<file path="config.mk">
export PLATFORM = sky130hd
export DESIGN_NAME = semaforo_secuenciador
export DESIGN_NICKNAME = d
export VERILOG_FILES = /design/src/rtl/semaforo_pkg.sv /design/src/rtl/tick_1hz.sv /design/src/rtl/semaforo_secuenciador.sv
export SDC_FILE = /design/constraint.sdc
export NUM_CORES = 1
export LEC_CHECK = 0
export ABC_AREA = 1
export ABC_CLOCK_PERIOD_IN_PS = 3400
export BUFFER_PORTS_ARGS = -buffer_cell sky130_fd_sc_hd__buf_2
export CAP_MARGIN = 15
export CORE_MARGIN = 2
export CORE_UTILIZATION = 51
export CTS_CLUSTER_DIAMETER = 120
export DETAILED_ROUTE_END_ITERATION = 8
export PLACE_DENSITY = 0.68
export RECOVER_POWER = 25
export SYNTH_ARGS = -nofsm -noshare
export SYNTH_HDL_FRONTEND = slang
export SYNTH_SLANG_ARGS = --single-unit
</file>
<file path="constraint.sdc">
create_clock -name clk -period 3.4 [get_ports clk]
set_input_delay 0.68 -clock clk [delete_from_list [all_inputs] [get_ports clk]]
set_output_delay 0.68 -clock clk [all_outputs]
set_load 0.01 [all_outputs]
</file>
<file path="src/rtl/semaforo_pkg.sv">
// Shared types for the traffic-light cycle sequencer.
// Cycle codes match the four-approach light decoder.
package semaforo_pkg;

  typedef enum logic [4:0] {
    VERDE_A   = 5'd0,
    AMBAR_A   = 5'd1,
    VERDE_B   = 5'd2,
    AMBAR_B   = 5'd3,
    VERDE_C   = 5'd4,
    AMBAR_C   = 5'd5,
    VERDE_D   = 5'd6,
    TODO_ROJO = 5'd7,
    NOCHE     = 5'd8,
    ROJO_DEST = 5'd9
  } ciclo_t;

  typedef enum logic [1:0] {
    M_NORMAL = 2'b00,
    M_NOCHE  = 2'b01,
    M_ROJO   = 2'b10,
    M_HOLD   = 2'b11
  } modo_t;

  localparam ciclo_t CICLO_RESET = TODO_ROJO;

  function automatic logic es_destello(ciclo_t c);
    return (c == NOCHE) || (c == ROJO_DEST);
  endfunction

  // Leaving a flash code always passes through all-red clearance.
  function automatic ciclo_t ciclo_sig(ciclo_t c, modo_t m);
    ciclo_t s;
    s = TODO_ROJO;
    priority case (1'b1)
      m == M_NOCHE:   s = NOCHE;
      m == M_ROJO:    s = ROJO_DEST;
      es_destello(c): s = TODO_ROJO;
      c == TODO_ROJO: s = VERDE_A;
      default:        s = ciclo_t'(c + 5'd1);
    endcase
    return s;
  endfunction

endpackage

</file>
<file path="src/rtl/tick_1hz.sv">
// Prescaler producing a one-cycle tick every TICK_DIV clocks.
// Restarts from zero on synchronous reset.
module tick_1hz #(
  parameter int TICK_DIV = 27_000_000
) (
  input  logic clk,
  input  logic rst,
  output logic tick
);

  localparam int W = (TICK_DIV > 1) ? $clog2(TICK_DIV) : 1;
  localparam logic [W-1:0] ULT = W'(TICK_DIV - 1);

  logic [W-1:0] cnt;

  assign tick = (cnt == ULT);

  always_ff @(posedge clk) begin
    if (rst) begin
      cnt <= '0;
    end else if (tick) begin
      cnt <= '0;
    end else begin
      cnt <= cnt + W'(1);
    end
  end

endmodule

</file>
<file path="src/rtl/semaforo_secuenciador.sv">
// Four-approach traffic-light cycle sequencer driving ciclo/dest.
// Green-phase flashing enabled by defining SEMAFORO_GREEN_FLASH_EN.
module semaforo_secuenciador
  import semaforo_pkg::*;
#(
  parameter int TICK_DIV = 27_000_000,
  parameter int T_GREEN  = 20,
  parameter int T_FLASH  = 3,
  parameter int T_AMBER  = 3,
  parameter int T_ALLRED = 2
) (
  input  logic       clk,
  input  logic       rst,
  input  logic [1:0] modo,
  output logic [4:0] ciclo,
  output logic       dest,
  output logic       fase_fin
);

`ifdef SEMAFORO_GREEN_FLASH_EN
  localparam bit FLASH_EN = 1'b1;
`else
  localparam bit FLASH_EN = 1'b0;
`endif

  localparam logic [7:0] D_GREEN  = 8'(T_GREEN);
  localparam logic [7:0] D_FLASH  = 8'(T_FLASH);
  localparam logic [7:0] D_AMBER  = 8'(T_AMBER);
  localparam logic [7:0] D_ALLRED = 8'(T_ALLRED);

  logic       tick;
  logic [1:0] sync1;
  modo_t      modo_s;
  logic       hold;

  ciclo_t     est;
  ciclo_t     est_n;
  logic [7:0] rem;
  logic [7:0] rem_n;
  logic       dest_n;
  logic       fin_n;

  tick_1hz #(
    .TICK_DIV(TICK_DIV)
  ) u_tick (
    .clk  (clk),
    .rst  (rst),
    .tick (tick)
  );

  function automatic logic [7:0] duracion(ciclo_t c);
    logic [7:0] d;
    d = D_GREEN;
    priority case (1'b1)
      es_destello(c): d = 8'd1;
      c == TODO_ROJO: d = D_ALLRED;
      c[0]:           d = D_AMBER;
      default:        d = D_GREEN;
    endcase
    return d;
  endfunction

  function automatic logic destello(ciclo_t c, logic [7:0] r);
    logic verde;
    verde = !c[0] && (c <= VERDE_D);
    return es_destello(c) || (FLASH_EN && verde && (r <= D_FLASH));
  endfunction

  assign hold  = (modo_s == M_HOLD);
  assign ciclo = est;

  always_comb begin
    est_n = est;
    rem_n = rem;
    fin_n = 1'b0;
    if (tick && !hold) begin
      if (rem == 8'd1) begin
        est_n = ciclo_sig(est, modo_s);
        rem_n = duracion(est_n);
        fin_n = 1'b1;
      end else begin
        rem_n = rem - 8'd1;
      end
    end
    dest_n = destello(est_n, rem_n);
  end

  always_ff @(posedge clk) begin
    if (rst) begin
      sync1    <= 2'b00;
      modo_s   <= M_NORMAL;
      est      <= CICLO_RESET;
      rem      <= D_ALLRED;
      dest     <= 1'b0;
      fase_fin <= 1'b0;
    end else begin
      sync1    <= modo;
      modo_s   <= modo_t'(sync1);
      est      <= est_n;
      rem      <= rem_n;
      dest     <= dest_n;
      fase_fin <= fin_n;
    end
  end

endmodule

</file>
# After elaboration in Yosys (flattened, before gate mapping)
# Index checks and enable logic that the tools add are counted.
totals:
  ramBits: 0
  inputBits: 4
  rom_bits: 0
  register_bits: 44
  out_inout_bits: 7
  n_memories: 0
  wordCells: 44
  latchBits: 0
classes:
  n_div: 0
  mux: 13
  mul: 0
  bitwise: 1
  order_cmp: 0
  eq_ne: 13
  add_sub_neg: 3
  n_reduce_logical: 7
  n_shift: 0
op_table:
  columns: ["operator", "count"]
  rows:
  - ["5-bit two-way mux", 11]
  - ["5-bit by 4-bit == test with 1-bit output, second input constant", 6]
  - ["25-bit by 1-bit adder with 25-bit output, second input constant", 1]
  - ["25-bit == test, second input constant", 1]
  - ["5-bit by 3-bit == test with 1-bit output, second input constant", 2]
  - ["8-bit by 1-bit == test with 1-bit output, second input constant", 1]
  - ["8-bit two-way mux", 1]
  - ["8-bit by 1-bit subtractor with 8-bit output, second input constant", 1]
  - ["5-bit by 1-bit adder with 5-bit output, second input constant", 1]
  - ["2-bit == test, second input constant", 2]
  - ["2-bit OR reduction", 2]
  - ["1-bit logical OR", 3]
  - ["2-bit by 1-bit == test with 1-bit output, second input constant", 1]
  - ["1-bit logical AND", 1]
  - ["1-bit logical NOT", 1]
  - ["1-bit two-way mux", 1]
  - ["1-bit inverter", 1]

# Logic depth before layout (Yosys ltp)
# Gate-level depths: netlist of run 1.
logic_depth:
  word_depth: 11
  depth_mapped: 14
  ltp_nobuf: 14

# Hierarchy
# A second synthesis of run 1 with hierarchy kept.
unflattened:
  hier_cells: 373
  hier_area_um2: 2461.1
modules_own_cells:
  columns: ["mod", "instances", "seq_area_each_um2", "cells_per_inst", "area_per_inst_um2"]
  rows:
  - ["tick_1hz", 1, 500.5, 223, 1400.1]
  - ["semaforo_secuenciador", 1, 380.4, 150, 1061.0]

# Worst setup path after synthesis of run 1
# No wires, ideal clock.
synth_path:
  path_kind: "reg-to-reg"
  from: "register est[1] (netlist: ciclo[1])"
  to: "register rem[0]"
  stages_incl_launch_ff: 13
  setup_ns: 0.119
  arrival_time_ns: 1.453
  period_less_slack_ns: 1.572
  slack_ns: 1.828
  path_buffers: 0
  required_time_ns: 3.281
  path_cell_list: "dfxtp_1 -> ha_1 -> nand2_1 -> inv_1 -> nand3_1 -> nand2_1 -> nor2_1 -> nor2_1 -> nor2_1 -> nor2_1 -> nand2_1 -> nand2_1 -> a21oi_1"
synth_via:
  elab_chain_len: 11
  elab_cells_between_ends: 19
  cone_classes: "add/sub (1); eq/ne (6); mux (10); reduce/logical (2)"
synth_rtl:
  columns: ["element", "line", "rtl"]
  rows:
  - ["start: declaration", "semaforo_secuenciador.sv:36", "ciclo_t est;"]
  - ["start signal: assignment", "semaforo_secuenciador.sv:99", "est <= est_n;"]
  - ["5-bit by 1-bit adder with 5-bit output (tied with other cells)", "semaforo_pkg.sv:40", "default: s = ciclo_t'(c + 5'd1);"]
  - ["5-bit two-way mux / 1-bit logical OR (equally long branches)", "semaforo_pkg.sv:35, semaforo_pkg.sv:28", null]
  - ["5-bit two-way mux (*) (3 in a row)", "semaforo_pkg.sv:35", "priority case (1'b1)"]
  - ["5-bit two-way mux (*)", "semaforo_secuenciador.sv:77", "if (rem == 8'd1) begin"]
  - ["5-bit two-way mux (*)", "semaforo_secuenciador.sv:76", "if (tick && !hold) begin"]
  - ["5-bit by 3-bit == test with 1-bit output (tied with other cells)", "semaforo_secuenciador.sv:56", "c == TODO_ROJO: d = D_ALLRED;"]
  - ["5-bit two-way mux / 1-bit logical OR (equally long branches)", "semaforo_secuenciador.sv:54, semaforo_pkg.sv:28", null]
  - ["5-bit two-way mux (*)", "semaforo_secuenciador.sv:54", "priority case (1'b1)"]
  - ["8-bit two-way mux (*)", "semaforo_secuenciador.sv:77", null]
  - ["end signal: assignment", "semaforo_secuenciador.sv:100", "rem <= rem_n;"]
  - ["end: declaration", "semaforo_secuenciador.sv:38", "logic [7:0] rem;"]
# Every way passes the cells marked *; elsewhere a longest branch is shown, timed or not. The select of a mux whose other input is x is not followed.
# A chain may end at the register's enable or synchronous reset.

# Worst setup path after layout of run 1
layout_path:
  from: "register u_tick.cnt[0]"
  to: "register u_tick.cnt[9]"
layout_via:
  elab_chain_len: 2
  elab_cells_between_ends: 3
  cone_classes: "add/sub (1); eq/ne (1); reduce/logical (1)"
layout_rtl:
  columns: ["element", "line", "rtl"]
  rows:
  - ["start: declaration", "tick_1hz.sv:14", "logic [W-1:0] cnt;"]
  - ["start signal: assignment", "tick_1hz.sv:24", "cnt <= cnt + W'(1);"]
  - ["parallel branches: the longest is 2 deep, another holds 25-bit by 1-bit adder with 25-bit output", null, null]
# Several ways; the timed one is not identified.

==> results.txt, run 1 <==
----------------------------------------------------
[Clocking]
  CTS tree ... built
  H-tree depth reported by CTS ... 2
  Inserted Clock Buffers ... 5
  Insertion delay to the later sink of the worst-skew pair ... 0.30 ns
  Number of gates given a new drive strength after cts ... 0
  Count of hold buffers inserted by post-cts repair ... 0
  Clock-pin slew on the worst setup and hold paths ... roughly 0.08 ns
  Root buffer cell ... clkbuf_8
  Number of sinks handled by clock tree synthesis ... 44
  Post-CTS Setup Repair Bufs ... 0
  Clock Tree Buf Depth ... 2

[Power and ir drop]
  Clock group share of total power ... a little under two fifths
  Relative contribution of sequential cells to total power ... 58.9%
  Cell internal power dissipation ... around 0.0007 W
  Switching fraction of total power ... between 20% and 30%
  IR Drop Worst-Case VDD ... 0.0002828 V
  Part of the total power dissipated in combinational logic ... approximately 3%
  P_leak ... between 1 and 1.5 nW
  Switching power ... about 0.00020 W
  Areal power density over the cells ... 328.9 nW/um2
  Final Total Pwr ... slightly below 0.0009 W

[Worst setup path]
  Worst Path Max Fanout ... 16
  Endpoint arrival time on the critical path ... around 2.4 ns
  Cell family with most CP delay ... simple AND/OR/NAND/NOR gates
  Launch instance of the worst register-to-register path ... u_tick.cnt[0]$_SDFF_PP0_
  R2R setup slack ... 1.30 ns
  Critical path data required time ... between 3 and 4 ns
  Endpoint kind of the worst setup timing path ... register
  Crit path cell chain ... ha_1 > nand3_2 > nor3_2 > nand3_1 > nor2_2 > nor2_1 > inv_2 > a21oi_1 > o21a_1
  Buffer and inverter count on the worst path ... 1
  Crit path kind ... register to register
  Startpoint Class ... register
  Stage delay of the slowest cell on the critical path ... ~0.54 ns
  Reg2Reg Capture Point ... u_tick.cnt[9]$_SDFF_PP0_
  Worst Reg-to-Reg Cells ... 9
  Slowest cell on the critical path ... nor2_1

[GRT]
  Total global-route track usage ... 19.60%
  Number of global-route vias before repair ... slightly below 2000
  Antenna violations before repair ... 0
  Wire length of the first global-routing pass ... between 8 and 9 mm
  Pin count of the biggest net entering global routing ... 17
  Remaining global-route overflow ... 0

[Logic synthesis]
  Synthesized flop and latch total ... 44
  Combinational family with the most area after synthesis ... simple AND/OR/NAND/NOR gates
  Post-Synth Simple-Gate Area ... 40.72%
  Sequential-to-total area share from yosys stat ... about a third
  Net Count, Synth ... 391
  Fraction of the mapped netlist area in compound gates ... under 10%
  Number of distinct library cells after synthesis ... 33
  Cells after Synth ... roughly 380
  Mapped Area ... between 2000 and 3000 um2
  XOR/XNOR share of the synthesized area ... 2.425%
  Post-Synthesis Mean Instance Area ... roughly 6.6 um2
  Warnings from Yosys ... 0
  Adder and majority gate portion of the synthesized area ... 2.969%
  Fraction of synthesized area in multiplexers ... 0%

[Floorplanning]
  Die width ... approximately 74 um
  Initial core utilization ... between 50% and 60%
  Number of rows in the core area ... 25
  Count of boundary I/O pins ... 11
  Die footprint ... 5538 um2
  Height of the die ... approximately 74 um
  Area inside the core boundary ... 4755 um2

[Place]
  Count of buffers from port buffering ... 10
  Cell count after placement ... around 450
  Placed wire-length estimate after detailed placement ... roughly 3.8 mm
  Routability-driven placement congestion ratio ... ~0.8
  Placed Instance Area ... between 2000 and 3000 um2

[STA]
  Setup repair after global routing missed its margin ... false
  Final-layout setup total negative slack ... 0 ns
  Peak Freq ... roughly 480 MHz
  Final Critical Period ... 2.101 ns
  Slew margin rel. ... a little over half
  Clock skew ... around 0.013 ns
  Final number of hold-violating endpoints ... 0
  Pin slew with the least headroom to its limit ... roughly 0.70 ns
  Number of pins exceeding their max-slew limit in the final report ... 0
  Post-route clock period utilization ... 61.79%
  Total setup violations reported at the end of the flow ... 0

[Layout]
  Fraction of final layout cells sized beyond drive strength 1 ... 10.69%
  Layout overhead on the synthesized area ... 6.927%
  Filler-free cell count of the finished design ... 460
  Number of nets in the layout ... approximately 400
  Number of antenna repair diodes ... 0
  Design Area, Final ... ~2700 um2
  Post-layout util ... between 50 and 60%

[Min path]
  Number of cells on the worst hold path ... 2
  Worst min-delay path class ... register to register
  Hold path endpoint ... modo_s[0]$_SDFF_PP0_
  Origin of the worst min-delay path ... sync1[0]$_SDFF_PP0_

[Route]
  Via count ... ~2300
  Overall routed net length ... 4.966 mm
  DRC violation total after the first TritonRoute iteration ... a little over 100
  First-pass iteration count of the detailed router ... 5
  Remaining antenna violation count after routing ... 0
  Total DRC errors in the routed layout ... 0
  Average via count per standard cell ... 4.926
  Routed wirelength normalized by instance count ... 10.80 um

[Flow run]
  Total of max-cap violations ... 0

[Outcome]
  Status ... finished clean

----------------------------------------------------
[cell usage in the layout (no fill, tap or decap)]
| cell | count |
|---|---|
| nor3_4 | 1 |
| nand3b_1 | 1 |
| a31oi_1 | 2 |
| or2_1 | 1 |
| nor3b_2 | 1 |
| a21oi_1 | 24 |
| ha_1 | 6 |
| inv_2 | 7 |
| o21ai_1 | 2 |
| o21ai_2 | 1 |
| nand3_4 | 1 |
| inv_1 | 49 |
| o21a_1 | 2 |
| nand2_1 | 97 |
| nand3_2 | 2 |
| nand2_4 | 1 |
| nand4_1 | 11 |
| nor3_2 | 3 |
| o21ai_0 | 12 |
| dfxtp_1 | 44 |
| clkbuf_8 | 6 |
| nand2_2 | 3 |
| o211ai_1 | 1 |
| xor2_1 | 7 |
| nor3_1 | 12 |
| buf_2 | 3 |
| or2_2 | 3 |
| nor2_2 | 3 |
| clkbuf_1 | 7 |
| nor2_4 | 5 |
| nor2_1 | 54 |
| clkinv_2 | 2 |
| nand3_1 | 19 |
[per-layer routing]
metal | global-route usage, % | routed length (um) | share of wire, %
met1 | 27.63 | 2639 | 53
met2 | 30.19 | 2107 | 42
met3 | 4.065 | 169 | 3.4
met4 | 5.952 | 51 | 1.0
met5 | 0 | 0 | 0
[flip-flops by register name, summed over array words and instances, names as in the netlist]
signal	flops
modo_s	2
rem	8
dest	1
fase_fin	1
sync1	2
ciclo	5
u_tick.cnt	25
[per-stage QoR]
stage          hold slack (ns)  worst slack, ns
2_1_floorplan           0.3883            1.828
3_3_place_gp            0.3933            1.492
3_5_place_dp            0.3983            1.427
4_1_cts                 0.4112            1.422
5_1_grt                 0.4325            1.089
6_report                0.4059            1.299
[how the worst max path moves through the flow]
stage               slack [ns]                      from                       end  depth (start not counted)
global placement          1.49  u_tick.cnt[0]$_SDFF_PP0_           dest$_SDFF_PP0_                         10
global route              1.09  u_tick.cnt[0]$_SDFF_PP0_  u_tick.cnt[9]$_SDFF_PP0_                          9
floorplan                 1.83       ciclo[1]$_SDFF_PP1_       rem[0]$_SDFFE_PP0N_                         12
detailed placement        1.43  u_tick.cnt[0]$_SDFF_PP0_           dest$_SDFF_PP0_                         10
finish                    1.30  u_tick.cnt[0]$_SDFF_PP0_  u_tick.cnt[9]$_SDFF_PP0_                          9
CTS                       1.42  u_tick.cnt[0]$_SDFF_PP0_           dest$_SDFF_PP0_                         10
[logic make-up (layout without fill, tap and decap cells)]
logic type	Yosys count	count (layout)
AO/OA/AOI/OAI	44	44
XOR/XNOR	7	7
adder cells (fa/ha/maj)	6	6
buffers and inverters	62	74
flip-flops	44	44
AND/OR/NAND/NOR	218	218
[cell type report]
type,instances,area [um2]
flip-flops and latches,44,880.8
multi-input cells,275,1395
fillers,494,2051
clock buffers,6,82.58
repair buffers,10,41.29
clock inverters,2,10.01
inverters,56,210.2
well taps,67,83.83
[power groups by stage]
stage	Combinational (W)	Sequential (W)	Clock (W)
6_report	0.0000265	0.000523	0.000339
5_1_grt	0.0000314	0.000524	0.000367
4_1_cts	0.0000273	0.000523	0.000351
3_5_place_dp	0.0000272	0.000536	0
3_3_place_gp	0.0000266	0.000535	0
2_1_floorplan	0.0000201	0.000535	0
[worst register-to-register path, delay by kind of cell, from the launching register on]
family	cells	cell delay, ns
compound gates	2	0.32
fa+ha+maj	1	0.23
buf+inv	1	0.30
flops	1	0.33
simple gates	5	0.87
[cell usage after synthesis]
library cell  count  share of area, %
a21oi_1          24               4.8
a31oi_1           2              0.49
buf_2             3              0.59
buf_4             1              0.30
buf_6             1              0.45
clkbuf_1          1              0.15
dfxtp_1          44                35
ha_1              6               3.0
inv_1            49               7.3
inv_2             7               1.0
nand2_1          96                14
nand2_2           4              0.99
nand2_4           1              0.45
nand3_1          19               3.8
nand3_2           2              0.79
nand3_4           1              0.69
nand3b_1          1              0.30
nand4_1          11               2.7
nor2_1           53               7.9
nor2_2            4              0.99
nor2_4            5               2.2
nor3_1           12               2.4
nor3_2            3               1.2
nor3_4            1              0.64
nor3b_2           1              0.49
o211ai_1          1              0.30
o21a_1            2              0.59
o21ai_0          12               2.4
o21ai_1           2              0.40
o21ai_2           1              0.35
or2_1             1              0.25
or2_2             3              0.74
xor2_1            7               2.4
(Power assumes the default switching activity.)
==> run 2: changes to the inputs <==
ABC_CLOCK_PERIOD_IN_PS = 1800   (was 3400)
PLACE_DENSITY = 0.71   (was 0.68)
clock period = 1.8 ns   (was 3.4 ns; I/O delays follow)
==> run 2 against run 1 <==
Effect of this change: sequential share of layout area fell by 1.6 points; clock power grew 130%; clock skew shrank 0.0024 ns; highest routed layer unchanged; maximum frequency up 24%; first-iteration DRC count up 31%; register-to-register slack worse by 1.2 ns; largest power group unchanged; design area rose by 6.2%; routed wire length grew 6.7%; final cell count up 2.6%; utilization grew 3.5 points; global-route usage rose by 1.1 points; die area unchanged.
==> results.txt, run 2 (synthesized netlist as in run 1, its figures left out) <==
----------------------------------------------------
[STA]
  Slew margin rel. ... 76.23% (+23 points)
  Post-route clock period utilization ... 93.85% (+32 points)
  Final-layout setup total negative slack ... 0 ns (unchanged)
  Pin slew with the least headroom to its limit ... 0.3549 ns (-0.3465 ns)
  Final number of hold-violating endpoints ... 0 (unchanged)
  Total setup violations reported at the end of the flow ... 0 (unchanged)
  Peak Freq ... 592.0 MHz (+24%)
  Number of pins exceeding their max-slew limit in the final report ... 0 (unchanged)
  Final Critical Period ... 1.689 ns (-0.4117 ns)
  Clock skew ... 0.01035 ns (-0.002398 ns)
  Setup slack after layout ... 0.1108 ns (-1.188 ns)

[Worst setup path]
  R2R setup slack ... 0.11 ns (-1.19 ns)
  Stage delay of the slowest cell on the critical path ... 0.35 ns (-0.19 ns)
  Crit path kind ... register to register
  Startpoint Class ... register
  Endpoint arrival time on the critical path ... 1.93 ns (-0.42 ns)
  Slowest cell on the critical path ... dfxtp_2
  Endpoint kind of the worst setup timing path ... register
  Critical path data required time ... 2.04 ns (-1.60 ns)
  Crit path cell chain ... ha_2 > nand3_4 > nor2_4 > nand3_2 > nor2_4 > nand2_4 > nor2_4 > inv_2 > nor2_4 > nand2_1 > a21oi_1
  Worst Path Max Fanout ... 4 (-12)
  Most repeated library cell on the critical path ... nor2_4

[Layout]
  Fraction of final layout cells sized beyond drive strength 1 ... 16.54% (+5.9 points)
  Number of antenna repair diodes ... 0 (unchanged)
  Combined area of the multi-input logic cells ... 1433 um2 (+2.7%)
  Layout overhead on the synthesized area ... 13.51%
  Filler-free cell count of the finished design ... 472 (+2.6%)
  Post-layout util ... 60.37% (+3.5 points)
  Highest-count cells in the layout ignoring fill and taps ... nand2_1, nor2_1, inv_1
  Leading cell type in the layout, fill and taps excluded ... nand2_1
  Storage cell area ... 888.4 um2 (+0.85%)
  Flip-flop count of the largest register, all copies and words added ... 25 (unchanged)
  Design Area, Final ... 2870 um2 (+6.2%)
  Number of nets in the layout ... 414 (+3.0%)
  Number of inserted filler cells in the final layout ... 480 (-2.8%)
  Register name with the most flops ... u_tick.cnt

[Route]
  Overall routed net length ... 5.301 mm (+6.7%)
  Routed wirelength normalized by instance count ... 11.23 um (+4.0%)
  Total DRC errors in the routed layout ... 0 (unchanged)
  Via count ... 2327 (+2.7%)
  Average via count per standard cell ... 4.930 (about the same)
  Remaining antenna violation count after routing ... 0 (unchanged)
  First-pass iteration count of the detailed router ... 5 (unchanged)
  DRC violation total after the first TritonRoute iteration ... 134 (+31%)

[GRT]
  Total global-route track usage ... 20.68% (+1.1 points)
  Met1 track demand over resource ... 26.79% (-0.84 points)
  Wire length of the first global-routing pass ... 8.942 mm (+4.6%)
  Antenna violations before repair ... 0 (unchanged)
  GR Layer Usage met3 ... 4.065% (unchanged)
  Pin count of the biggest net entering global routing ... 15 (-2)
  Number of global-route vias before repair ... 2156 (+9.7%)
  Grt peak-use layer ... met2
  Met2 routing resource usage after global routing ... 34.81% (+4.6 points)
  Remaining global-route overflow ... 0 (unchanged)

[Power and ir drop]
  Areal power density over the cells ... 633.1 nW/um2 (+92%)
  IR Drop Worst-Case VDD ... 0.0005208 V (+84%)
  P_leak ... 1.204 nW (+6.3%)

[Place]
  Minimum setup slack after placement ... 0.03056 ns (-1.396 ns)
  Placed wire-length estimate after detailed placement ... 4.006 mm (+4.9%)
  Cell count after placement ... 462 (+2.2%)
  Routability-driven placement congestion ratio ... 0.8249 (+2.9%)
  Placed Instance Area ... 2713 um2 (+3.3%)
  Count of buffers from port buffering ... 10 (unchanged)

[Clocking]
  Number of sinks handled by clock tree synthesis ... 44 (unchanged)
  Clock Tree Buf Depth ... 2 (unchanged)
  Count of hold buffers inserted by post-cts repair ... 0 (unchanged)
  Inserted Clock Buffers ... 5 (unchanged)
  Clock-pin slew on the worst setup and hold paths ... 0.09 ns (about the same)
  CTS tree ... built
  Root buffer cell ... clkbuf_8
  Insertion delay to the later sink of the worst-skew pair ... 0.30 ns (about the same)
  H-tree depth reported by CTS ... 2 (unchanged)

[Outcome]
  Status ... finished clean

[Floorplanning]
  Initial core utilization ... 53.18% (unchanged)
  Die footprint ... 5538 um2 (unchanged)
  Number of rows in the core area ... 25 (unchanged)
  Height of the die ... 74.42 um (unchanged)
  Die width ... 74.42 um (unchanged)
  Area inside the core boundary ... 4755 um2 (unchanged)
  Count of boundary I/O pins ... 11 (unchanged)

[Min path]
  Worst min-delay path class ... primary input to register

[Flow run]
  Total of max-cap violations ... 0 (unchanged)

----------------------------------------------------
## run 2: cell count changes in the layout (fill, tap and decap cells not counted), moves of 3 or more
cell,delta
dfxtp_2,+3
buf_4,+10
buf_2,+3
dfxtp_1,-4
nor2_1,-3
## run 2: power by group
group | leakage [nW] | switching [W] | internal [W]
sequential | 0.356 | 0.00000703 | 0.000981
combinational | 0.794 | 0.0000379 | 0.0000233
clock | 0.0541 | 0.000356 | 0.000411
## run 2: layer usage
layer	vias to the layer above	share of wire, %
li1	1249	-
met5	-	0
met1	1040	49
met3	9	2.5
met4	0	1.4
met2	29	47
## run 2: worst paths after layout
| path | startpoint | endpoint | cells after the start |
|---|---|---|---|
| worst min-delay path | modo[0] | sync1[0]$_SDFF_PP0_ | 3 |
| worst max-delay path | u_tick.cnt[0]$_SDFF_PP0_ | u_tick.cnt[20]$_SDFF_PP0_ | 11 |
| worst min register to register | sync1[1]$_SDFF_PP0_ | modo_s[1]$_SDFF_PP0_ | 2 |
| worst max register to register | u_tick.cnt[0]$_SDFF_PP0_ | u_tick.cnt[20]$_SDFF_PP0_ | 11 |
## run 2: through the flow
stage,hold WS (ns),power (W)
floorplan,0.3883,0.001048
global placement,0.3923,0.001070
detailed placement,0.3931,0.001070
CTS,0.2583,0.001829
global route,0.2622,0.001873
finish,0.2641,0.001817
## run 2: worst max-delay path, delay by kind of cell, from the launching register on
family / cells / cell delay [ns]
simple gates: 8 / 0.86
buf+inv: 1 / 0.08
flops: 1 / 0.35
fa+ha+maj: 1 / 0.22
compound gates: 1 / 0.12
## run 2: cell type report
type | count | area share [%]
clock buffers | 5 | 2.398
clock inverters | 3 | 1.482
inverters | 56 | 7.323
multi-input cells | 275 | 49.91
flip-flops and latches | 44 | 30.95
well taps | 67 | 2.921
repair buffers | 22 | 5.013
## run 2: what timing repair did
action | in CTS | in global routing
gates resized for setup | 0 | 15
endpoints found under the hold margin | 0 | 0
setup buffers | 0 | 2
endpoints found under the setup margin | 0 | 20
==> run 3: changes to the inputs <==
ABC_CLOCK_PERIOD_IN_PS = 2150   (was 1800)
PLACE_DENSITY = 0.68   (was 0.71)
clock period = 2.15 ns   (was 1.8 ns; I/O delays follow)
==> run 3 against run 2 <==
Effect of this change: die area unchanged; count of clock-buffer cells in the layout is 3 higher; critical path depth unchanged; register-to-register slack gained 0.23 ns; via count fell by 2.4%; critical endpoint is now dest$_SDFF_PP0_; sequential power fell by 16%; non-clock buffer count down 8; largest power group unchanged; total power fell by 23%.
==> results.txt, run 3 (synthesized netlist as in run 1, its figures left out) <==
----------------------------------------------------
[Route]
  Via count ... 2272 (-2.4%)
  Wire length on met2 ... 2.083 mm (-16%)
  Average via count per standard cell ... 4.897 (-0.68%)
  Routed wirelength normalized by instance count ... 10.77 um (-4.1%)
  DRC violation total after the first TritonRoute iteration ... 111 (-17%)
  Remaining antenna violation count after routing ... 0 (unchanged)
  First-pass iteration count of the detailed router ... 4 (-1)
  Overall routed net length ... 4.999 mm (-5.7%)
  Routed met3 length ... 121 um (-10%)
  Uppermost layer routed ... met4
  Met1 routed wirelength after detailed routing ... 2.740 mm (+5.0%)
  Total DRC errors in the routed layout ... 0 (unchanged)

[Layout]
  Post-layout util ... 57.39% (-3.0 points)
  Number of nets in the layout ... 406 (-1.9%)
  Filler-free cell count of the finished design ... 464 (-1.7%)
  Register name with the most flops ... u_tick.cnt
  Flip-flop count of the largest register, all copies and words added ... 25 (unchanged)
  Fraction of final layout cells sized beyond drive strength 1 ... 10.83% (-5.7 points)
  Layout overhead on the synthesized area ... 7.917%
  Highest-count cells in the layout ignoring fill and taps ... nand2_1, nor2_1, inv_1
  Number of antenna repair diodes ... 0 (unchanged)
  Design Area, Final ... 2729 um2 (-4.9%)
  Leading cell type in the layout, fill and taps excluded ... nand2_1

[GRT]
  Total global-route track usage ... 20.22% (-0.45 points)
  Remaining global-route overflow ... 0 (unchanged)
  Antenna violations before repair ... 0 (unchanged)
  Wire length of the first global-routing pass ... 8.825 mm (-1.3%)
  Number of global-route vias before repair ... 2079 (-3.6%)
  Pin count of the biggest net entering global routing ... 17 (+2)

[Floorplanning]
  Die width ... 74.42 um (unchanged)
  Die footprint ... 5538 um2 (unchanged)
  Area inside the core boundary ... 4755 um2 (unchanged)
  Number of rows in the core area ... 25 (unchanged)
  Count of boundary I/O pins ... 11 (unchanged)
  Height of the die ... 74.42 um (unchanged)
  Initial core utilization ... 53.18% (unchanged)

[Worst setup path]
  Critical Path Source ... u_tick.cnt[0]$_SDFF_PP0_
  Startpoint Class ... register
  Endpoint kind of the worst setup timing path ... register
  Critical path data required time ... 2.39 ns (+0.35 ns)
  Worst Path Max Fanout ... 9 (+5)
  Endpoint arrival time on the critical path ... 2.05 ns (+0.12 ns)
  Launch instance of the worst register-to-register path ... u_tick.cnt[0]$_SDFF_PP0_
  Crit path kind ... register to register

[Min path]
  Origin of the worst min-delay path ... modo[0]
  Worst min-delay path class ... primary input to register

[Clocking]
  Root buffer cell ... clkbuf_8
  Clock Tree Buf Depth ... 2 (unchanged)
  Count of hold buffers inserted by post-cts repair ... 0 (unchanged)
  Inserted Clock Buffers ... 5 (unchanged)
  Post-CTS Setup Repair Bufs ... 0 (unchanged)
  Number of sinks handled by clock tree synthesis ... 44 (unchanged)
  Number of gates given a new drive strength after cts ... 0 (unchanged)
  Insertion delay to the later sink of the worst-skew pair ... 0.29 ns (about the same)
  Clock-pin slew on the worst setup and hold paths ... 0.08 ns (about the same)
  CTS tree ... built
  H-tree depth reported by CTS ... 2 (unchanged)

[Power and ir drop]
  IR Drop Worst-Case VDD ... 0.0003548 V (-32%)
  Cell internal power dissipation ... 0.001099 W (-22%)
  Clock group share of total power ... 38.0% (-4.2 points)
  Switching power ... 0.0003067 W (-24%)
  P_leak ... 1.143 nW (-5.0%)
  Areal power density over the cells ... 515.0 nW/um2 (-19%)
  Switching fraction of total power ... 21.83% (-0.26 points)
  Relative contribution of sequential cells to total power ... 58.9% (+4.5 points)
  Part of the total power dissipated in combinational logic ... 3.1% (-0.3 points)
  Final Total Pwr ... 0.001405 W (-23%)

[Place]
  Count of buffers from port buffering ... 10 (unchanged)
  Placed Instance Area ... 2655 um2 (-2.1%)
  Placed wire-length estimate after detailed placement ... 3.732 mm (-6.8%)
  Routability-driven placement congestion ratio ... 0.8760 (+6.2%)
  Cell count after placement ... 456 (-1.3%)

[Flow run]
  Total of max-cap violations ... 0 (unchanged)

[STA]
  Post-route clock period utilization ... 84.22% (-9.6 points)
  Peak Freq ... 552.3 MHz (-6.7%)
  Number of pins exceeding their max-slew limit in the final report ... 0 (unchanged)
  Pin slew with the least headroom to its limit ... 0.5290 ns (+0.1741 ns)
  Setup repair after global routing missed its margin ... false
  Total setup violations reported at the end of the flow ... 0 (unchanged)
  Final Critical Period ... 1.811 ns (+0.1215 ns)
  Clock skew ... 0.005503 ns (-0.004850 ns)
  Final-layout setup total negative slack ... 0 ns (unchanged)
  Slew margin rel. ... 64.73% (-11 points)
  Final number of hold-violating endpoints ... 0 (unchanged)

[Outcome]
  Status ... finished clean

----------------------------------------------------
## run 3: final timing paths
| kind | slack (ns) | to | cells after the start |
|---|---|---|---|
| setup reg to reg | 0.34 | dest$_SDFF_PP0_ | 11 |
| hold / removal | 0.33 | sync1[0]$_SDFF_PP0_ | 3 |
| setup / recovery | 0.34 | dest$_SDFF_PP0_ | 11 |
| hold reg to reg | 0.40 | modo_s[1]$_SDFF_PP0_ | 2 |
## run 3: per-layer routing
metal,track usage (%),up-vias
li1,-,1236
met1,28.93,1007
met2,30.88,24
met3,3.117,5
met4,7.341,0
met5,0,-
## run 3: power groups by stage
stage,Combinational [W],Sequential [W],Clock (W)
after floorplan,0.0000317,0.000846,0
after global placement,0.0000452,0.000847,0
after detailed placement,0.0000456,0.000847,0
after CTS,0.0000458,0.000827,0.000549
after global routing,0.0000512,0.000829,0.000577
final,0.0000440,0.000827,0.000534
## run 3: per-stage QoR
step / hold WS, ns / setup slack, ns
floorplan: 0.3883 / 0.5784
global placement: 0.3973 / 0.3816
detailed placement: 0.3929 / 0.3596
CTS: 0.3296 / 0.3529
global route: 0.3343 / 0.01557
finish: 0.3344 / 0.3393
## run 3: cell type report
cell class	instances	area, um2
Fill cell	482	2026
Tap cell	67	83.83
Inverter	56	210.2
Multi-Input combinational cell	275	1398
Timing Repair Buffer	14	66.31
Sequential cell	44	880.8
Clock buffer	8	90.09
## run 3: worst max-delay path: stages, from the launching register on
cell and delay [ns]:
dfxtp_1 0.36, ha_1 0.21, nand3_2 0.12, nor3_2 0.13, nand3_1 0.15, nor2_2 0.14
nand2_1 0.24, nand2_1 0.13, nand2_1 0.05, inv_1 0.06, nand3_1 0.07, nor2_1 0.07
